### config.mk
export PLATFORM = sky130hd
export DESIGN_NAME = blinkt_spi_shifter_flat
export DESIGN_NICKNAME = d
export VERILOG_FILES = /design/src/rtl/blinkt_spi_shifter_pkg.sv /design/src/rtl/blinkt_spi_shifter_if.sv /design/src/rtl/blinkt_spi_shifter_sck_div.sv /design/src/rtl/blinkt_spi_shifter.sv /design/src/flat_wrapper.sv
export SDC_FILE = /design/constraint.sdc
export NUM_CORES = 1
export LEC_CHECK = 0
export BUFFER_PORTS_ARGS = -buffer_cell sky130_fd_sc_hd__buf_2
export CAP_MARGIN = 30
export CORE_ASPECT_RATIO = 1.4
export CORE_UTILIZATION = 45
export DETAILED_ROUTE_END_ITERATION = 16
export PLACE_DENSITY = 0.69
export SLEW_MARGIN = 20
export SYNTH_ARGS = -nofsm -noshare
export SYNTH_HDL_FRONTEND = slang
export SYNTH_SLANG_ARGS = --single-unit
### constraint.sdc
create_clock -name i_clk -period 2.01 [get_ports i_clk]
set_clock_uncertainty 0.15 [all_clocks]
set_input_delay 0.201 -clock i_clk [delete_from_list [all_inputs] [get_ports i_clk]]
set_output_delay 0.201 -clock i_clk [all_outputs]
set_load 0.02 [all_outputs]
### src/rtl/blinkt_spi_shifter_pkg.sv
`default_nettype none
// ============================================================================
//  Package     : blinkt_pkg
//  Description : Shared types and constants for the Blinkt LED-bar SPI
//                shifter (FSM state encoding, LED frame constants).
//  Revision    : 1.0 - initial release
// ============================================================================
package blinkt_pkg;

    // Shifter FSM states
    typedef enum logic [1:0] {
        ST_IDLE = 2'd0,
        ST_LOW  = 2'd1,
        ST_HIGH = 2'd2,
        ST_DONE = 2'd3
    } blinkt_state_e;

    localparam int          LED_WORD_W  = 32;
    localparam int          LED_COUNT   = 8;
    localparam logic [31:0] START_FRAME = 32'h0000_0000;
    localparam logic [31:0] END_FRAME   = 32'hFFFF_FFFF;

endpackage
`default_nettype wire

### src/rtl/blinkt_spi_shifter_if.sv
`default_nettype none
// ============================================================================
//  Interface   : blinkt_spi_shifter_if
//  Description : AXI-Stream style word input (data/valid/ready) feeding the
//                Blinkt SPI shifter.
//  Revision    : 1.0 - initial release
// ============================================================================
interface blinkt_spi_shifter_if
    import blinkt_pkg::*;
#(
    parameter int WORD_W = LED_WORD_W
);
    logic [WORD_W-1:0] s_axis_data;
    logic              s_axis_valid;
    logic              s_axis_ready;

    modport master (
        output s_axis_data,
        output s_axis_valid,
        input  s_axis_ready
    );

    modport slave (
        input  s_axis_data,
        input  s_axis_valid,
        output s_axis_ready
    );
endinterface
`default_nettype wire

### src/rtl/blinkt_spi_shifter_sck_div.sv
`default_nettype none
// ============================================================================
//  Module      : blinkt_sck_div
//  Description : SCK half-period tick generator. While enabled, o_tick pulses
//                for one i_clk cycle every CLK_DIV cycles; the count restarts
//                from zero whenever the enable drops.
//  Revision    : 1.0 - initial release
// ============================================================================
module blinkt_sck_div
    import blinkt_pkg::*;
#(
    parameter int CLK_DIV = 4
) (
    input  wire logic i_clk,
    input  wire logic i_rst_n,
    input  wire logic i_en,
    output logic      o_tick
);

    localparam int               CNT_W = $clog2(CLK_DIV + 1);
    localparam logic [CNT_W-1:0] TERM  = CNT_W'(CLK_DIV - 1);

    logic [CNT_W-1:0] cnt_q;
    logic [CNT_W-1:0] cnt_d;

    assign o_tick = i_en && (cnt_q == TERM);

    // Count up while enabled; clear on each tick so the count never wraps
    always_comb begin
        cnt_d = cnt_q;
        if (!i_en || o_tick) begin
            cnt_d = '0;
        end else begin
            cnt_d = cnt_q + 1'b1;
        end
    end

    // Divider counter register
    always_ff @(posedge i_clk or negedge i_rst_n) begin
        if (!i_rst_n) begin
            cnt_q <= '0;
        end else begin
            cnt_q <= cnt_d;
        end
    end

endmodule
`default_nettype wire

### src/rtl/blinkt_spi_shifter.sv
`default_nettype none
// ============================================================================
//  Module      : blinkt_spi_shifter
//  Description : Serialises stream words onto the Blinkt LED bar in SPI
//                mode 0, MSB first. FSM IDLE -> LOW -> HIGH ... -> DONE.
//                All outputs are registered, so they trail the FSM state by
//                one i_clk cycle.
//  Options     : `define BLINKT_SPI_SKID_EN adds a one-word holding register
//                so consecutive words stream with a continuous SCK.
//  Revision    : 1.0 - initial release
// ============================================================================
module blinkt_spi_shifter
    import blinkt_pkg::*;
#(
    parameter int CLK_DIV = 4,
    parameter int WORD_W  = LED_WORD_W
) (
    input  wire logic            i_clk,
    input  wire logic            i_rst_n,
    blinkt_spi_shifter_if.slave  axis,
    output logic                 o_sck,
    output logic                 o_sdo,
    output logic                 o_busy,
    output logic                 o_word_done
);

    localparam logic [1:0] S_IDLE = ST_IDLE;
    localparam logic [1:0] S_LOW  = ST_LOW;
    localparam logic [1:0] S_HIGH = ST_HIGH;
    localparam logic [1:0] S_DONE = ST_DONE;

    localparam int                BCNT_W    = (WORD_W > 1) ? $clog2(WORD_W) : 1;
    localparam logic [BCNT_W-1:0] BCNT_LOAD = BCNT_W'(WORD_W - 1);

    logic [1:0]        state_q, state_d;
    logic [WORD_W-1:0] shreg_q, shreg_d;
    logic [BCNT_W-1:0] bcnt_q,  bcnt_d;
    logic              ready_q, ready_d;
    logic              sdo_q,   sdo_d;
    logic              sck_q;
    logic              busy_q;
    logic              done_q;

    logic              accept;
    logic              tick;
    logic              div_en;

`ifdef BLINKT_SPI_SKID_EN
    logic [WORD_W-1:0] hold_q,      hold_d;
    logic              hold_full_q, hold_full_d;
    // chain_q marks a DONE cycle that already carries the next word's first
    // LOW cycle (shift register reloaded from the holding register).
    logic              chain_q,     chain_d;
`endif

    assign accept = axis.s_axis_valid && ready_q;

`ifdef BLINKT_SPI_SKID_EN
    assign div_en = (state_q == S_LOW) || (state_q == S_HIGH) ||
                    ((state_q == S_DONE) && chain_q);
`else
    assign div_en = (state_q == S_LOW) || (state_q == S_HIGH);
`endif

    blinkt_sck_div #(
        .CLK_DIV (CLK_DIV)
    ) u_sck_div (
        .i_clk   (i_clk),
        .i_rst_n (i_rst_n),
        .i_en    (div_en),
        .o_tick  (tick)
    );

    // Next-state, shift register, bit counter and ready computation
    always_comb begin
        state_d = state_q;
        shreg_d = shreg_q;
        bcnt_d  = bcnt_q;
`ifdef BLINKT_SPI_SKID_EN
        hold_d      = hold_q;
        hold_full_d = hold_full_q;
        chain_d     = 1'b0;
`endif
        case (state_q)
            S_IDLE: begin
                if (accept) begin
                    state_d = S_LOW;
                    shreg_d = axis.s_axis_data;
                    bcnt_d  = BCNT_LOAD;
                end
            end
            S_LOW: begin
                if (tick) begin
                    state_d = S_HIGH;
                end
            end
            S_HIGH: begin
                if (tick) begin
                    if (bcnt_q != '0) begin
                        state_d = S_LOW;
                        bcnt_d  = bcnt_q - 1'b1;
                        shreg_d = {shreg_q[WORD_W-2:0], 1'b0};
                    end else begin
                        state_d = S_DONE;
`ifdef BLINKT_SPI_SKID_EN
                        // Reload one cycle early so DONE doubles as the first
                        // LOW cycle of the next word and SCK stays periodic.
                        if (hold_full_q) begin
                            shreg_d     = hold_q;
                            bcnt_d      = BCNT_LOAD;
                            hold_full_d = 1'b0;
                            chain_d     = 1'b1;
                        end
`endif
                    end
                end
            end
            S_DONE: begin
`ifdef BLINKT_SPI_SKID_EN
                if (chain_q) begin
                    // With CLK_DIV=1 the DONE cycle was the whole LOW phase
                    state_d = tick ? S_HIGH : S_LOW;
                end else if (hold_full_q) begin
                    state_d     = S_LOW;
                    shreg_d     = hold_q;
                    bcnt_d      = BCNT_LOAD;
                    hold_full_d = 1'b0;
                end else if (accept) begin
                    state_d = S_LOW;
                    shreg_d = axis.s_axis_data;
                    bcnt_d  = BCNT_LOAD;
                end else begin
                    state_d = S_IDLE;
                end
`else
                state_d = S_IDLE;
`endif
            end
            default: begin
                state_d = S_IDLE;
            end
        endcase

`ifdef BLINKT_SPI_SKID_EN
        // Park the accepted word unless it went straight into the shifter
        if (accept && (state_q != S_IDLE) &&
            !((state_q == S_DONE) && !chain_q && !hold_full_q)) begin
            hold_d      = axis.s_axis_data;
            hold_full_d = 1'b1;
        end
        ready_d = !hold_full_d;
`else
        // Ready only in IDLE, and not on the cycle straight after DONE
        ready_d = (state_q == S_IDLE) && !accept;
`endif

        // SDO only moves while SCK is low; it parks at 0 in IDLE
        sdo_d = sdo_q;
        if (state_q == S_IDLE) begin
            sdo_d = 1'b0;
        end else if (state_q != S_HIGH) begin
            sdo_d = shreg_q[WORD_W-1];
        end
    end

    // FSM, datapath and registered outputs; reset aborts any word in flight
    always_ff @(posedge i_clk or negedge i_rst_n) begin
        if (!i_rst_n) begin
            state_q <= S_IDLE;
            shreg_q <= '0;
            bcnt_q  <= '0;
            ready_q <= 1'b0;
            sdo_q   <= 1'b0;
            sck_q   <= 1'b0;
            busy_q  <= 1'b0;
            done_q  <= 1'b0;
        end else begin
            state_q <= state_d;
            shreg_q <= shreg_d;
            bcnt_q  <= bcnt_d;
            ready_q <= ready_d;
            sdo_q   <= sdo_d;
            sck_q   <= (state_q == S_HIGH);
            busy_q  <= (state_q != S_IDLE);
            done_q  <= (state_q == S_DONE);
        end
    end

`ifdef BLINKT_SPI_SKID_EN
    // Holding register for the next word
    always_ff @(posedge i_clk or negedge i_rst_n) begin
        if (!i_rst_n) begin
            hold_q      <= '0;
            hold_full_q <= 1'b0;
            chain_q     <= 1'b0;
        end else begin
            hold_q      <= hold_d;
            hold_full_q <= hold_full_d;
            chain_q     <= chain_d;
        end
    end
`endif

    assign axis.s_axis_ready = ready_q;
    assign o_sck             = sck_q;
    assign o_sdo             = sdo_q;
    assign o_busy            = busy_q;
    assign o_word_done       = done_q;

endmodule
`default_nettype wire

### src/flat_wrapper.sv
// flat-port wrapper written by rule: the top's interface ports become plain ports
module blinkt_spi_shifter_flat import blinkt_pkg::*;
#(
    parameter int CLK_DIV = 4,
    parameter int WORD_W  = LED_WORD_W
)
  (i_clk, i_rst_n, o_sck, o_sdo, o_busy, o_word_done, axis_s_axis_data, axis_s_axis_valid, axis_s_axis_ready);
  blinkt_spi_shifter_if #(.WORD_W(WORD_W)) axis_i ();
  input  wire logic i_clk;
  input  wire logic i_rst_n;
  output logic o_sck;
  output logic o_sdo;
  output logic o_busy;
  output logic o_word_done;
  input wire logic [$bits(axis_i.s_axis_data)-1:0] axis_s_axis_data;
  input wire logic [$bits(axis_i.s_axis_valid)-1:0] axis_s_axis_valid;
  output wire logic [$bits(axis_i.s_axis_ready)-1:0] axis_s_axis_ready;
  assign axis_i.s_axis_data = axis_s_axis_data;
  assign axis_i.s_axis_valid = axis_s_axis_valid;
  assign axis_s_axis_ready = axis_i.s_axis_ready;
  blinkt_spi_shifter #(.CLK_DIV(CLK_DIV), .WORD_W(WORD_W)) u_core (.i_clk(i_clk), .i_rst_n(i_rst_n), .axis(axis_i), .o_sck(o_sck), .o_sdo(o_sdo), .o_busy(o_busy), .o_word_done(o_word_done));
endmodule
==> metrics.csv, run 1 <==
stage,metric,value,unit
status,outcome,finished with violations,
status,failing checks,negative setup slack,
critical_path,critical path peak fanout,9,
timing,Final period util,1.08,
critical_path,peak per-stage delay on the critical path,490,ps
timing,Setup WS post-layout,-157,ps
drt,final WL,4430,um
global_routing,met3 Resource Use GR,0.0378,
cts,CTS tree,built,
global_routing,first-pass GRT wire length,7400,um
critical_path,worst path cell trace,inv_2 > ha_4 > nand2_2 > a21o_1 > or3b_4 > buf_12 > mux2_4,
hold_path,worst min-delay path class,in2reg,
logic_synthesis,Mapped Avg Cell Area,14.1,um2
timing,# setup viols final,36,
drt,drt first pass iters,4,
global_routing,largest net degree at the start of global routing,23,
pwr,PD cells,530,mW/mm2
drt,routed via count,1478,
global_routing,GRT overflow,0,
global_routing,Tot GR Track Use,0.173,
timing,Setup TNS,-4500,ps
timing,unrepaired setup endpoints after global routing,yes,
timing,fmax,0.462,GHz
logic_synthesis,register area share after synthesis,0.493,
global_routing,vias in the first global route,1557,
critical_path,Worst Path Arrival,2190,ps
critical_path,crit end category,register,
drt,"antenna viol nets, final",0,
timing,final slew viol count,0,
floorplan,chip width,63.5,um
cts,CTS sink count,47,
timing,slew margin rel.,0.701,
hold_path,Hold Path Depth,3,
global_routing,met2 Use GR,0.290,
placement,Port Buf Inserts,39,
cts,later-pin clock latency in the skew report,300,ps
floorplan,core box area,0.00512,mm2
logic_synthesis,mapped cell area,0.00239,mm2
logic_synthesis,largest cells by area after synthesis,"dfrtp_1 49%, mux2_2 17%, mux2_4 17%, ha_1 3.7%, buf_6 1.9%",
placement,Inst Count DP,281,
final_layout,Area growth syn-to-layout,26.5,%
logic_synthesis,top-count cell post-synth,dfrtp_1,
pwr,Pleak,1.56,nW
timing,Final Hold Fails,0,
floorplan,FP Rows,31,
cts,H-tree depth,2,
final_layout,layout cell share with drive strength beyond 1,0.624,
global_routing,initial antenna violation count,0,
drt,initial DRC count,59,
drt,DRC,0,
drt,Vias/cell,4.93,
critical_path,Reg2Reg Depth,7,
floorplan,Starting Density,0.466,
cts,maximum buffer depth of the clock tree,2,
critical_path,worst endpoint required time,2040,ps
final_layout,filler cell count,442,
logic_synthesis,"area leader, netlist",dfrtp_1,
critical_path,crit path kind,reg2reg,
logic_synthesis,asr flop ratio synth,1.00,
cts,clk slew on worst S/H paths,80,ps
placement,RD Place Congestion,0.726,
logic_synthesis,Post-Syn Instances,169,
global_routing,met1 global-route usage,0.223,
critical_path,Critical Path Source Type,register,
final_layout,fin nets,275,
cts,TritonCTS Buffers,5,
logic_synthesis,post-synth cell types,26,
logic_synthesis,synth warn,0,
logic_synthesis,top cell type's share of synthesized area,0.493,
timing,Slew @ Worst Pin,446,ps
final_layout,Layout Cells excl Fill,300,
timing,post-route minimum period,2170,ps
floorplan,I/O pins,40,
floorplan,overall die area,0.00560,mm2
final_layout,# diodes,0,
drt,Avg WL per Cell,14.8,um
logic_synthesis,Seq cells post-synth,47,
logic_synthesis,most instantiated cells after synthesis,"47 x dfrtp_1, 37 x mux2_2, 27 x mux2_4, 9 x inv_1, 7 x ha_1",
job,Max Cap Violations,0,
floorplan,height of the die,88.2,um
logic_synthesis,Synth Net Count,211,
logic_synthesis,"EDFF count, synth",0,
critical_path,Buf/Inv on CP,2,
global_routing,GRT Max-Usage Layer,met2,
placement,detailed placer's ending HPWL,2850,um
critical_path,CP Depth,7,
logic_synthesis,dominant synthesized flop cell,dfrtp_1,
critical_path,Crit path max-delay family,simple AND/OR/NAND/NOR gates,
cts,root buf cell,clkbuf_8,
pwr,Worst VDD drop,0.371,mV
critical_path,crit path max-delay cell type,or3b_4,
==> stage by stage <==
step           setup slack (ps)  hold slack, ps  power [mW]   util  cell area, um2
2_1_floorplan              -137            -245       0.996      -            2410
3_3_place_gp               -188            29.2        1.05  0.536            2750
3_5_place_dp               -238            27.2        1.05  0.536            2750
4_1_cts                    -156            79.1        1.62  0.581            2970
5_1_grt                    -202            89.4        1.68  0.589            3020
6_report                   -157            90.2        1.60  0.589            3020
==> where the power goes <==
part | internal, mW | switching [mW]
clock | 0.244 | 0.320
sequential | 0.946 | 0.000666
combinational | 0.0528 | 0.0379
total | 1.24 | 0.359
==> flip-flops by register name, indices dropped and copies added (netlist names) <==
signal	flops
u_core.shreg_q	32
u_core.bcnt_q	5
u_core.u_sck_div.cnt_q	3
u_core.state_q	2
u_core.axis.s_axis_ready	1
u_core.o_busy	1
u_core.o_sck	1
u_core.o_sdo	1
u_core.o_word_done	1
==> worst register-to-register path, stage by stage, from the launching register on <==
cell and delay [ps]:
dfrtp_1 390, inv_2 60, ha_4 260, nand2_2 50
a21o_1 160, or3b_4 490, buf_12 190, mux2_4 300
==> layout by cell type (no fill, tap or decap), types with 3 or more instances in the layout <==
master,instances
buf_2,39
inv_1,7
buf_16,3
nand2_1,5
clkbuf_8,5
mux2_4,27
ha_1,3
dfrtp_1,47
mux2_2,37
nor2_1,6
buf_4,19
==> metal layers <==
| layer | up-vias | part of all wire |
|---|---|---|
| li1 | 717 | - |
| met1 | 730 | 0.45 |
| met2 | 29 | 0.51 |
| met3 | 2 | 0.037 |
| met4 | 0 | 0.0070 |
| met5 | - | 0 |
==> area by class of cell <==
cell class              count  area [um2]  share of cell area
inverters                   9        33.8              0.0112
multi-input cells         105        1150               0.383
clock buffers               6        72.6              0.0240
flip-flops and latches     47        1180               0.390
clock inverters             2        12.5             0.00415
well taps                  66        82.6              0.0274
repair buffers             65         485               0.161
==> final timing paths <==
kind / end / slack (ps) / startpoint
max in group asynchronous: u_core.shreg_q[29] / 910 / i_rst_n
worst min register to register: u_core.shreg_q[24] / 360 / u_core.shreg_q[24]
worst min-delay path: u_core.axis.s_axis_ready / 90 / axis_s_axis_valid
worst max register to register: u_core.shreg_q[20] / -160 / u_core.state_q[1]
worst max-delay path: u_core.shreg_q[20] / -160 / u_core.state_q[1]
min in group asynchronous: u_core.shreg_q[13] / 220 / i_rst_n
==> logic make-up after synthesis <==
family,synth area share
muxes,0.345
DFF,0.493
and+or+nand+nor,0.0409
buffers and inverters,0.0398
AOI/OAI and AO/OA,0.0451
adders and majority gates,0.0367
==> repair_timing <==
item                                   CTS  global route
cloned                                   3             1
setup endpoints to repair               36            36
hold buffers                             2             0
endpoints found under the hold margin   19             0
buffers inserted                         3             2
pin swaps                                0             0
resized for setup                        7             1
Power figures use the tool's default switching activity.
==> inputs of run 2 (changes only) <==
--- a/config.mk
+++ b/config.mk
@@ -10,8 +10,9 @@
 export CORE_ASPECT_RATIO = 1.4
 export CORE_UTILIZATION = 45
 export DETAILED_ROUTE_END_ITERATION = 16
-export PLACE_DENSITY = 0.69
+export PLACE_DENSITY = 0.66
 export SLEW_MARGIN = 20
 export SYNTH_ARGS = -nofsm -noshare
 export SYNTH_HDL_FRONTEND = slang
+export SYNTH_HIERARCHICAL = 1
 export SYNTH_SLANG_ARGS = --single-unit
==> constraint.sdc (replaced) <==
create_clock -name i_clk -period 2.1 [get_ports i_clk]
set_clock_uncertainty 0.15 [all_clocks]
set_input_delay 0.21 -clock i_clk [delete_from_list [all_inputs] [get_ports i_clk]]
set_output_delay 0.21 -clock i_clk [all_outputs]
set_load 0.02 [all_outputs]
==> metrics.csv, run 2 <==
stage,metric,value,unit,change
critical_path,R2R Path End,u_core/shreg_q[2],,was u_core.shreg_q[20]
floorplan,FP Rows,30,,was 31
final_layout,most flop-heavy register,u_core/shreg_q,,was u_core.shreg_q
timing,post-route minimum period,2100,ps,was 2170 ps
logic_synthesis,top-count cell post-synth,mux2_2,,was dfrtp_1
global_routing,initial antenna violation count,0,,unchanged
logic_synthesis,register area share after synthesis,0.506,,was 0.493
critical_path,peak per-stage delay on the critical path,380,ps,was 490 ps
logic_synthesis,post-synth cell types,27,,was 26
final_layout,"commonest non-fill, non-tap cells in the layout","61 x mux2_2, 47 x dfrtp_1, 39 x buf_2",,"was 47 x dfrtp_1, 39 x buf_2, 37 x mux2_2"
cts,CTS sink count,47,,unchanged
drt,initial DRC count,49,,was 59
final_layout,filler cell count,403,,was 442
critical_path,Crit path max-delay family,multiplexers,,was simple AND/OR/NAND/NOR gates
critical_path,Reg2Reg Depth,8,,was 7
critical_path,crit end category,register,,unchanged
final_layout,# diodes,0,,unchanged
status,outcome,finished with violations,,unchanged
global_routing,vias in the first global route,1608,,was 1557
critical_path,worst path cell trace,inv_2 > ha_4 > and2_4 > mux2i_4 > a311oi_4 > buf_6 > buf_12 > mux2_2,,was inv_2 > ha_4 > nand2_2 > a21o_1 > or3b_4 > buf_12 > mux2_4
drt,routed via count,1487,,was 1478
final_layout,Multi-input gate area,0.00111,mm2,was 0.00115 mm2
logic_synthesis,dominant synthesized flop cell,dfrtp_1,,unchanged
critical_path,worst reg-to-reg setup slack,-0.7,ps,was -160 ps
floorplan,overall die area,0.00546,mm2,was 0.00560 mm2
floorplan,Starting Density,0.473,,was 0.466
drt,Avg WL per Cell,13.9,um,was 14.8 um
placement,Inst Count DP,279,,was 281
final_layout,max FFs per register,32,,unchanged
global_routing,largest net degree at the start of global routing,23,,unchanged
placement,RD Place Congestion,0.760,,was 0.726
timing,# setup viols final,1,,was 36
critical_path,crit path max-delay cell type,dfrtp_1,,was or3b_4
logic_synthesis,mapped cell area,0.00232,mm2,was 0.00239 mm2
cts,root buf cell,clkbuf_8,,unchanged
final_layout,"most common cell after layout, fill and taps aside",mux2_2,,was dfrtp_1
pwr,PD cells,1530,mW/mm2,was 530 mW/mm2
critical_path,critical path peak fanout,18,,was 9
logic_synthesis,top cell type's share of synthesized area,0.506,,was 0.493
critical_path,Critical Path Source Type,register,,unchanged
drt,"antenna viol nets, final",0,,unchanged
final_layout,Layout Cells excl Fill,293,,was 300
final_layout,register area,0.00118,mm2,unchanged
logic_synthesis,"EDFF count, synth",0,,unchanged
job,Max Cap Violations,0,,unchanged
timing,slew margin rel.,0.805,,was 0.701
placement,Port Buf Inserts,39,,unchanged
hold_path,Hold Path Depth,3,,unchanged
cts,TritonCTS Buffers,5,,unchanged
floorplan,height of the die,87.0,um,was 88.2 um
drt,DRC,0,,unchanged
floorplan,core box area,0.00492,mm2,was 0.00512 mm2
cts,maximum buffer depth of the clock tree,2,,unchanged
timing,fmax,0.476,GHz,was 0.462 GHz
critical_path,Worst Path Arrival,2130,ps,was 2190 ps
global_routing,first-pass GRT wire length,7310,um,was 7400 um
logic_synthesis,"area leader, netlist",dfrtp_1,,unchanged
final_layout,Top Registers,"u_core/shreg_q x32, u_core/bcnt_q x5, u_core/u_sck_div/cnt_q x3",,"was u_core.shreg_q x32, u_core.bcnt_q x5, u_core.u_sck_div.cnt_q x3"
floorplan,chip width,62.7,um,was 63.5 um
cts,later-pin clock latency in the skew report,300,ps,about the same
critical_path,Buf/Inv on CP,3,,was 2
final_layout,Area growth syn-to-layout,27.0,%,was 26.5%
drt,drt first pass iters,4,,unchanged
timing,Final Hold Fails,0,,unchanged
status,failing checks,negative setup slack,,unchanged
timing,Setup WS post-layout,-0.741,ps,was -157 ps
pwr,Worst VDD drop,0.769,mV,was 0.371 mV
pwr,Pleak,1.31,nW,was 1.56 nW
cts,CTS tree,built,,unchanged
drt,final WL,4080,um,was 4430 um
placement,"worst slack, placed",-21.2,ps,was -238 ps
hold_path,Hold Startpoint,axis_s_axis_data[0],,was axis_s_axis_valid
final_layout,fin nets,271,,was 275
floorplan,I/O pins,40,,unchanged
critical_path,worst endpoint required time,2130,ps,was 2040 ps
global_routing,GRT overflow,0,,unchanged
drt,Vias/cell,5.08,,was 4.93
logic_synthesis,Seq cells post-synth,47,,unchanged
hold_path,worst min-delay path class,in2reg,,unchanged
critical_path,crit path kind,reg2reg,,unchanged
critical_path,RR Startpoint,u_core/state_q[0],,was u_core.state_q[1]
final_layout,layout cell share with drive strength beyond 1,0.638,,was 0.624
placement,Post-DP Area,0.00271,mm2,was 0.00275 mm2
timing,Final period util,1.00,,was 1.08
placement,detailed placer's ending HPWL,2900,um,was 2850 um
hold_path,Hold Path End,u_core/shreg_q[0],,was u_core.axis.s_axis_ready
timing,final slew viol count,0,,unchanged
final_layout,post-route cell area,0.00295,mm2,was 0.00302 mm2
timing,Slew @ Worst Pin,292,ps,was 446 ps
logic_synthesis,asr flop ratio synth,1.00,,unchanged
final_layout,final core utilization,0.600,,was 0.589
logic_synthesis,synth warn,6,,was 0
pwr,total power,4.52,mW,was 1.60 mW
global_routing,Tot GR Track Use,0.172,,was 0.173
logic_synthesis,most instantiated cells after synthesis,"62 x mux2_2, 47 x dfrtp_1, 10 x inv_1, 8 x ha_1",,"was 47 x dfrtp_1, 37 x mux2_2, 27 x mux2_4, 9 x inv_1, 7 x ha_1"
logic_synthesis,Post-Syn Instances,168,,was 169
cts,H-tree depth,2,,unchanged
logic_synthesis,Mapped Avg Cell Area,13.8,um2,was 14.1 um2
timing,unrepaired setup endpoints after global routing,yes,,unchanged
logic_synthesis,Synth Net Count,211,,unchanged
cts,clk slew on worst S/H paths,80,ps,about the same
logic_synthesis,largest cells by area after synthesis,"dfrtp_1 51%, mux2_2 30%, ha_1 4.3%, buf_6 1.9%, inv_1 1.6%",,"was dfrtp_1 49%, mux2_2 17%, mux2_4 17%, ha_1 3.7%, buf_6 1.9%"
==> run 2: cells by family after synthesis <==
logic type      count (synthesis)  share of synthesized area
flops                          47                      0.506
compound gates                 12                     0.0501
fa+ha+maj                       8                     0.0431
simple gates                   18                     0.0447
buf+inv                        18                     0.0420
mux                            65                      0.314
==> run 2: routing by layer <==
metal,wire length [um],global-route usage,share of wire,vias up
met2,2110,0.306,0.52,33
met3,181,0.0380,0.044,6
met4,60,0.0677,0.015,0
li1,-,-,-,719
met1,1730,0.202,0.42,729
met5,0,0,0,-
==> run 2: stage by stage <==
step	hold WS [ps]	TNS (ps)
2_1_floorplan	-236	-2960
3_3_place_gp	-58.2	0
3_5_place_dp	-52.5	-142
4_1_cts	29.1	0
5_1_grt	30.6	-2080
6_report	30.4	-0.741
==> run 2: how the worst max path moves through the flow <==
stage,startpoint,endpoint,slack [ps],cells past startpoint
after global routing,u_core/state_q[0],u_core/shreg_q[6],-80,8
after detailed placement,u_core/state_q[0],u_core/shreg_q[5],-20,7
after floorplan,u_core/state_q[0],u_core/shreg_q[10],-110,7
after global placement,u_core/bcnt_q[0],u_core/shreg_q[28],40,7
after CTS,u_core/state_q[0],u_core/shreg_q[5],3,8
final,u_core/state_q[0],u_core/shreg_q[2],-0.7,8
==> run 2: cell type report <==
cell class                      count  share of cell area
Inverter                           10              0.0127
Clock inverter                      2              0.0131
Multi-Input combinational cell    103               0.377
Clock buffer                        6              0.0280
Timing Repair Buffer               61               0.144
Tap cell                           64              0.0271
Sequential cell                    47               0.398
==> run 2: power by group <==
group / leakage, nW / internal, mW / total (mW) / switching [mW]
combinational: 0.704 / 1.35 / 2.25 / 0.895
clock: 0.0618 / 0.392 / 0.696 / 0.304
sequential: 0.547 / 1.36 / 1.58 / 0.220
==> run 2: what timing repair did <==
| action | CTS | global route |
|---|---|---|
| endpoints found under the hold margin | 47 | 0 |
| setup endpoints to repair | 33 | 33 |
| setup buffers | 3 | 1 |
| hold buffers | 1 | 0 |
| cloned | 1 | 0 |
| resized for setup | 7 | 3 |
==> run 2: tightest hold or removal path, delay by kind of cell <==
family / cells / cell delay (ps)
buffers and inverters: 2 / 150
AOI/OAI and AO/OA: 1 / 80
